`config.mk`:
```
export PLATFORM = sky130hd
export DESIGN_NAME = mem_arbiter
export DESIGN_NICKNAME = d
export VERILOG_FILES = /design/src/rtl/mem_arbiter.sv
export SDC_FILE = /design/constraint.sdc
export NUM_CORES = 1
export LEC_CHECK = 0
export ABC_AREA = 1
export CAP_MARGIN = 20
export CORE_AREA = 3 3 140 142
export DETAILED_ROUTE_END_ITERATION = 10
export DIE_AREA = 0 0 143 145
export DONT_BUFFER_PORTS = 1
export PLACE_DENSITY_LB_ADDON = 0.25
export SLEW_MARGIN = 20
export SYNTH_ARGS = -nofsm -noshare
export SYNTH_HDL_FRONTEND = slang
export SYNTH_SLANG_ARGS = --single-unit
export TNS_END_PERCENT = 30
```
`constraint.sdc`:
```
create_clock -name clk -period 1.3 [get_ports clk]
set_input_delay 0.195 -clock clk [delete_from_list [all_inputs] [get_ports clk]]
set_output_delay 0.195 -clock clk [all_outputs]
set_load 0.03 [all_outputs]
```
`src/rtl/mem_arbiter.sv`:
```
// Two-port round-robin arbiter in front of a single-outstanding memory port.
// Serialises reads/writes, returns completion per port, aborts hung transactions.
module mem_arbiter #(
    parameter int unsigned TIMEOUT = 64
) (
    input  logic        clk,
    input  logic        arst_n,
    input  logic [1:0]  rq_rd,
    input  logic [1:0]  rq_wr,
    input  logic [31:0] rq0_addr_rd,
    input  logic [31:0] rq1_addr_rd,
    input  logic [31:0] rq0_addr_wr,
    input  logic [31:0] rq1_addr_wr,
    input  logic [31:0] rq0_data_wr,
    input  logic [31:0] rq1_data_wr,
    output logic [1:0]  rq_ack,
    output logic        rq_err,
    output logic [31:0] rq_data_rd,
    output logic        busy,
    output logic        grant,
    output logic        req_rd,
    output logic        req_wr,
    output logic [31:0] addr_rd,
    output logic [31:0] addr_wr,
    output logic [31:0] data_wr,
    input  logic [31:0] data_rd,
    input  logic        data_rdy
);

    typedef enum logic [2:0] {
        S_IDLE,
        S_ISSUE,
        S_WAIT_LO,
        S_WAIT_HI,
        S_DONE
    } state_t;

    // The counter reads 0 in the first wait cycle, so matching TIMEOUT aborts
    // after TIMEOUT+1 wait cycles and lands the ack TIMEOUT+2 cycles after ISSUE.
    localparam logic [15:0] TMO_LAST = 16'(TIMEOUT);

    state_t      state_q, state_d;
    logic        grant_q, grant_d;
    logic        last_grant_q, last_grant_d;
    logic        op_rd_q, op_rd_d;
    logic        req_rd_q, req_rd_d;
    logic        req_wr_q, req_wr_d;
    logic [31:0] addr_rd_q, addr_rd_d;
    logic [31:0] addr_wr_q, addr_wr_d;
    logic [31:0] data_wr_q, data_wr_d;
    logic [1:0]  rq_ack_q, rq_ack_d;
    logic        err_q, err_d;
    logic [31:0] rq_data_rd_q, rq_data_rd_d;
    logic        busy_q, busy_d;
    logic [15:0] cnt_q, cnt_d;

    logic [1:0]  pend;
    logic        win;
    logic        timeout_hit;
    logic [1:0]  ack_onehot;

    assign pend        = rq_rd | rq_wr;
    assign win         = (pend == 2'b11) ? ~last_grant_q : pend[1];
    assign timeout_hit = (cnt_q == TMO_LAST);
    assign ack_onehot  = grant_q ? 2'b10 : 2'b01;

    always_comb begin
        // NOTE: every next-state value gets a default before the case statement;
        // a path that leaves one unassigned would infer a latch.
        state_d      = state_q;
        grant_d      = grant_q;
        last_grant_d = last_grant_q;
        op_rd_d      = op_rd_q;
        req_rd_d     = 1'b0;
        req_wr_d     = 1'b0;
        addr_rd_d    = addr_rd_q;
        addr_wr_d    = addr_wr_q;
        data_wr_d    = data_wr_q;
        rq_ack_d     = 2'b00;
        err_d        = err_q;
        rq_data_rd_d = rq_data_rd_q;
        cnt_d        = cnt_q;

        case (state_q)
            S_IDLE: begin
                if (data_rdy && (pend != 2'b00)) begin
                    grant_d = win;
                    op_rd_d = rq_rd[win];
                    if (rq_rd[win]) begin
                        req_rd_d  = 1'b1;
                        addr_rd_d = win ? rq1_addr_rd : rq0_addr_rd;
                    end else begin
                        req_wr_d  = 1'b1;
                        addr_wr_d = win ? rq1_addr_wr : rq0_addr_wr;
                        data_wr_d = win ? rq1_data_wr : rq0_data_wr;
                    end
                    state_d = S_ISSUE;
                end
            end
            S_ISSUE: begin
                last_grant_d = grant_q;
                cnt_d        = 16'd0;
                state_d      = S_WAIT_LO;
            end
            S_WAIT_LO: begin
                cnt_d = cnt_q + 16'd1;
                if (!data_rdy) begin
                    state_d = S_WAIT_HI;
                end else if (timeout_hit) begin
                    err_d        = 1'b1;
                    rq_data_rd_d = 32'd0;
                    rq_ack_d     = ack_onehot;
                    state_d      = S_DONE;
                end
            end
            S_WAIT_HI: begin
                cnt_d = cnt_q + 16'd1;
                if (data_rdy) begin
                    if (op_rd_q) begin
                        rq_data_rd_d = data_rd;
                    end
                    rq_ack_d = ack_onehot;
                    state_d  = S_DONE;
                end else if (timeout_hit) begin
                    err_d        = 1'b1;
                    rq_data_rd_d = 32'd0;
                    rq_ack_d     = ack_onehot;
                    state_d      = S_DONE;
                end
            end
            S_DONE: begin
                err_d   = 1'b0;
                state_d = S_IDLE;
            end
            default: state_d = S_IDLE;
        endcase

        busy_d = (state_d != S_IDLE);
    end

    // NOTE: sequential state uses non-blocking assignments so every register
    // samples the pre-edge values regardless of process ordering.
    always_ff @(posedge clk or negedge arst_n) begin
        if (!arst_n) begin
            state_q      <= S_IDLE;
            grant_q      <= 1'b0;
            last_grant_q <= 1'b1;
            op_rd_q      <= 1'b0;
            req_rd_q     <= 1'b0;
            req_wr_q     <= 1'b0;
            addr_rd_q    <= 32'd0;
            addr_wr_q    <= 32'd0;
            data_wr_q    <= 32'd0;
            rq_ack_q     <= 2'b00;
            err_q        <= 1'b0;
            rq_data_rd_q <= 32'd0;
            busy_q       <= 1'b0;
            cnt_q        <= 16'd0;
        end else begin
            state_q      <= state_d;
            grant_q      <= grant_d;
            last_grant_q <= last_grant_d;
            op_rd_q      <= op_rd_d;
            req_rd_q     <= req_rd_d;
            req_wr_q     <= req_wr_d;
            addr_rd_q    <= addr_rd_d;
            addr_wr_q    <= addr_wr_d;
            data_wr_q    <= data_wr_d;
            rq_ack_q     <= rq_ack_d;
            err_q        <= err_d;
            rq_data_rd_q <= rq_data_rd_d;
            busy_q       <= busy_d;
            cnt_q        <= cnt_d;
        end
    end

    assign rq_ack     = rq_ack_q;
    assign rq_err     = err_q;
    assign rq_data_rd = rq_data_rd_q;
    assign busy       = busy_q;
    assign grant      = grant_q;
    assign req_rd     = req_rd_q;
    assign req_wr     = req_wr_q;
    assign addr_rd    = addr_rd_q;
    assign addr_wr    = addr_wr_q;
    assign data_wr    = data_wr_q;

endmodule
```
# Word-level counts from Yosys, hierarchy flattened
# Index checks and enable logic that the tools add are counted.
# op_classes
n_bitwise,3
eq_ne,9
addsub,1
n_lt_le_gt_ge,1
mux,32
reduce_logical,13
# ops
cell,count
32-bit 2-to-1 mux,7
32-bit one-hot mux with 2 select lines,1
16-bit one-hot mux with 2 select lines,1
16-bit by 1-bit adder with 16-bit output (second input constant),1
16-bit by 7-bit == test with 1-bit output (second input constant),1
1-bit 2-to-1 mux,12
3-bit 2-to-1 mux,4
3-bit one-hot mux with 4 select lines,1
3-bit AND reduction,4
2-bit 2-to-1 mux,4
3-bit by 2-bit == test with 1-bit output (second input constant),2
2-bit nonzero test,3
3-bit nonzero test,2
2-bit != test (second input constant),2
2-bit one-hot mux with 2 select lines,1
3-bit by 1-bit == test with 1-bit output (second input constant),1
3-bit == test (second input constant),1
3-bit logical NOT,1
3-bit != test (second input constant),1
1-bit one-hot mux with 3 select lines,1
2-bit == test (second input constant),1
1-bit by 2-bit < comparator with 1-bit output (second input constant),1
1-bit NOT,2
2-bit OR,1
other kinds (3),3
# totals
input_bits,231
regBits,156

# Longest topological paths before layout
# depth
word_depth,8
ltp_mapped,10
depth_no_buf,9

# Worst setup path after synthesis
# Ideal clock, no wire load.
# synth_timing
path_kind,reg2reg
from,reg state_q[1]
to,reg addr_wr_q[12] (netlist: addr_wr[12])
setup_ps,117
t_required_ps,1183
slack_ps,-110
stages_incl_launch_ff,9
t_arrival_ps,1292
n_path_buf,2
path_cell_list,dfrtp_1 > nor2_2 > nand3_1 > nor2_2 > nand3_1 > buf_4 > buf_2 > nand2_1 > nand2_1
# synth_via
elab_chain_cells,2
# synth_lines
item,line,text
"start, declared",42,"state_t state_q, state_d;"
"start signal, assigned",160,state_q <= state_d;
3-bit logical NOT,84,case (state_q)
3-bit AND reduction (no source line),-,
"end signal, assigned",167,addr_wr_q <= addr_wr_d;
"end, declared",49,"logic [31:0] addr_wr_q, addr_wr_d;"
# Every way passes these cells.
# A chain may end at the register's enable or synchronous reset.

# Final worst setup path
# layout_timing
from,reg cnt_q[1]
to,reg rq_data_rd_q[4] (netlist: rq_data_rd[4])
# layout_via
elab_chain_cells,4
word_cells_on_any_way,5
cone_classes,eq/ne: 1; mux: 4
# layout_lines
item,line,text
"start, declared",55,"logic [15:0] cnt_q, cnt_d;"
"start signal, assigned",173,cnt_q <= cnt_d;
16-bit by 7-bit == test with 1-bit output *,64,assign timeout_hit = (cnt_q == TMO_LAST);
32-bit 2-to-1 mux *,-,
"32-bit 2-to-1 mux, on equally long branches",-,
32-bit one-hot mux with 2 select lines *,-,
"end signal, assigned",171,rq_data_rd_q <= rq_data_rd_d;
"end, declared",53,"logic [31:0] rq_data_rd_q, rq_data_rd_d;"
# Mark *: on every way between the ends. The rest lies on a longest branch, timed or not. The select of a mux whose other input is x is not followed.

==> results.md <==
* Via Count at 7571
* Worst-path clk slew at roughly 0.070 ns
* Post-Layout Cell Count at 1461
* Final worst path period share at 1.17
* # nets final at 1446
* Mean post-synth cell area at 7.13 um2
* Count of buffers from port buffering at 0
* Crit path time final at 1.53 ns
* Maximum fanout along the worst path at 16
* Core outline area at 0.0186 mm2
* Clk Latency, worst-skew pair at around 0.42 ns
* Initial drt markers at 488
* Max-cap violations at 0
* Post-synth top area cell: dfrtp_1
* TritonCTS Buffers at 17
* Cells after DPL at about 1300
* CTS tree: yes
* Io pins at 366
* Max Clock Skew at 0.0101 ns
* ANT nets after route at 0
* DRT Wirelength at 25600 um
* Post-synth EDFFs at 0
* Synth cell count leaders: nand2_1, dfrtp_1, nand3_1
* Initial Util at 0.420
* First-pass GRT wire length at between 30000 and 40000 um
* Synth cell types at 24
* Rows at 50
* Area contributors post-synth: dfrtp_1, nand2_1, nand3_1
* RSZ-0062 raised after global routing: yes
* Area grow syn2layout at 32.6%
* Main flop type after synthesis: dfrtp_1
* Syn nets at 1328
* DRC at 0
* Final setup vio count at 137
* Violated checks: hold timing, setup timing
* Gate Count Post-Synth at 1095
* Total congestion overflow at 0
* Vias in the first global route at around 7300
* R2r setup slk at -0.23 ns
* GP Congestion at 0.883
* Die area at 0.0207 mm2
* CTS Sinks at 156
* Sequential area share after synthesis at 0.500
* Die height at 145 um
* Post-DP HPWL at 16700 um
* Clk root buf: clkbuf_16
* CP arrival at ~1.8 ns
* Die Wd at 143 um
* Setup crit start kind: flop
* Routed wire per std cell at around 18 um
* Max-slew headroom at 0.709
* # fillers at 1667
* Initial antenna violation count at 1
* FF-to-FF Start: cnt_q[1]$_DFFE_PN0P_
* Total track usage at 0.227
* Util after Layout at 0.557
* Flops & latches, synth at 156
* Total power at 0.0253 W
* Hold WC Path Type: primary input to async pin
* Power density cells at roughly 2400 mW/mm2
* Crit. End Element: flop
* Largest net degree at the start of global routing at 157
* Fmax at 655 MHz
* Mapped cell area at 0.00781 mm2
* Pleak at 5.54 nW
* Final Hold Vio Count at approximately 160
* Worst endpoint required time at 1.60 ns
* Worst VDD drop at 1.05 mV
* Drt first pass iters at 5
* Layout cells sized above 1 at 0.158
* Pre-CTS WS at -0.193 ns
* Count leader, synth: nand2_1
* Post-synth ARST share at 1.00
* Vias per std cell at 5.18
* Worst-margin pin slew at 0.437 ns
* # hold bufs at CTS at 78
* Max Slew Vio Count at 0
* Crit Path Category: flop to flop
* Synth warnings at 0
* Hold WS at -0.531 ns
* Final worst slack at -0.226 ns
* Reg2Reg Depth at 10
* Max clock buf depth at 2
* End of the worst register-to-register path: rq_data_rd[4]$_DFFE_PN0P_
* Top-area cell type share of the netlist area at 0.497
* Outcome: finished with violations
* # H-tree levels at 4
per-stage QoR:
step,TNS [ns],area (um2)
global route,-33.72,10300
floorplan,-8.27,7920
global placement,-16.13,8480
finish,-21.11,10300
CTS,-17.97,9930
detailed placement,-18.16,8480
how the worst max path moves through the flow:
stage / from / end / slack (ns) / cells after the start
global route: cnt_q[0]$_DFFE_PN0P_ / rq_data_rd[4]$_DFFE_PN0P_ / -0.30 / 10
finish: cnt_q[1]$_DFFE_PN0P_ / rq_data_rd[4]$_DFFE_PN0P_ / -0.23 / 10
global placement: last_grant_q$_DFFE_PN1P_ / data_wr[23]$_DFFE_PN0P_ / -0.19 / 8
floorplan: last_grant_q$_DFFE_PN1P_ / addr_wr[10]$_DFFE_PN0P_ / -0.07 / 8
CTS: last_grant_q$_DFFE_PN1P_ / data_wr[26]$_DFFE_PN0P_ / -0.17 / 7
detailed placement: last_grant_q$_DFFE_PN1P_ / data_wr[25]$_DFFE_PN0P_ / -0.19 / 7
per-layer routing:
layer,up-vias,share of wire,global-route usage
met1,3501,0.40,0.283
li1,3659,-,-
met5,-,0,0
met4,0,0.022,0.0732
met2,369,0.50,0.380
met3,42,0.084,0.0633
cell usage in the layout, fill, tap and decap left out, types with 2 or more instances in the layout:
| cell | instances |
|---|---|
| clkinvlp_4 | 4 |
| nand3_2 | 5 |
| inv_6 | 5 |
| o21ai_0 | 10 |
| buf_6 | 9 |
| nand4_1 | 4 |
| nor3_1 | 2 |
| buf_4 | 56 |
| clkinv_2 | 2 |
| a21oi_1 | 5 |
| o22ai_1 | 3 |
| dlygate4sd3_1 | 78 |
| nor2_4 | 3 |
| nor2_1 | 30 |
| o21bai_1 | 4 |
| nor2_2 | 7 |
| nand2_4 | 18 |
| inv_1 | 24 |
| buf_16 | 2 |
| nand2_2 | 30 |
| inv_8 | 2 |
| nand2_1 | 569 |
| buf_12 | 9 |
| nand3_1 | 145 |
| clkbuf_16 | 22 |
| dfrtp_1 | 155 |
| inv_2 | 8 |
cell families after synthesis:
logic type / synth area share
buffers and inverters: 0.0551
flip-flops: 0.500
AND/OR/NAND/NOR: 0.421
AO/OA/AOI/OAI: 0.0208
adder cells (fa/ha/maj): 0.00320
worst max-delay path, cell delays in order (launching register included):
cell       delay, ns
dfrtp_1         0.41
inv_2           0.09
ha_4            0.14
nand2_2         0.05
nor2_1          0.08
nand2_1         0.08
nand2_2         0.10
nand2_4         0.09
clkbuf_16       0.20
nand2_1         0.07
nand2_1         0.08
cell type report:
type	instances	area (um2)	area share
well taps	234	293	0.0283
multi-input cells	845	3790	0.366
clock inverters	14	136	0.0132
clock buffers	18	429	0.0415
repair buffers	159	1660	0.161
diodes	1	2.50	0.000242
flip-flops and latches	156	3910	0.377
inverters	34	135	0.0131
report_power, final:
part / internal [W] / switching, W / total [W]
sequential: 0.00694 / 0.00592 / 0.0129
combinational: 0.00316 / 0.00441 / 0.00757
clock: 0.00268 / 0.00216 / 0.00485
timing repair:
action | CTS | global route
cloned | 1 | 5
setup endpoints to repair | 148 | 153
setup buffers | 2 | 3
pin swaps | 1 | 26
gates resized for setup | 18 | 80
hold endpoints to repair | 219 | 156
registers in the layout, indices dropped and copies added, names as in the netlist, 2 cells and up:
register / cells
addr_wr: 32
rq_ack: 2
rq_data_rd: 32
cnt_q: 16
data_wr: 32
state_q: 3
addr_rd: 32
(Power assumes the default switching activity.)
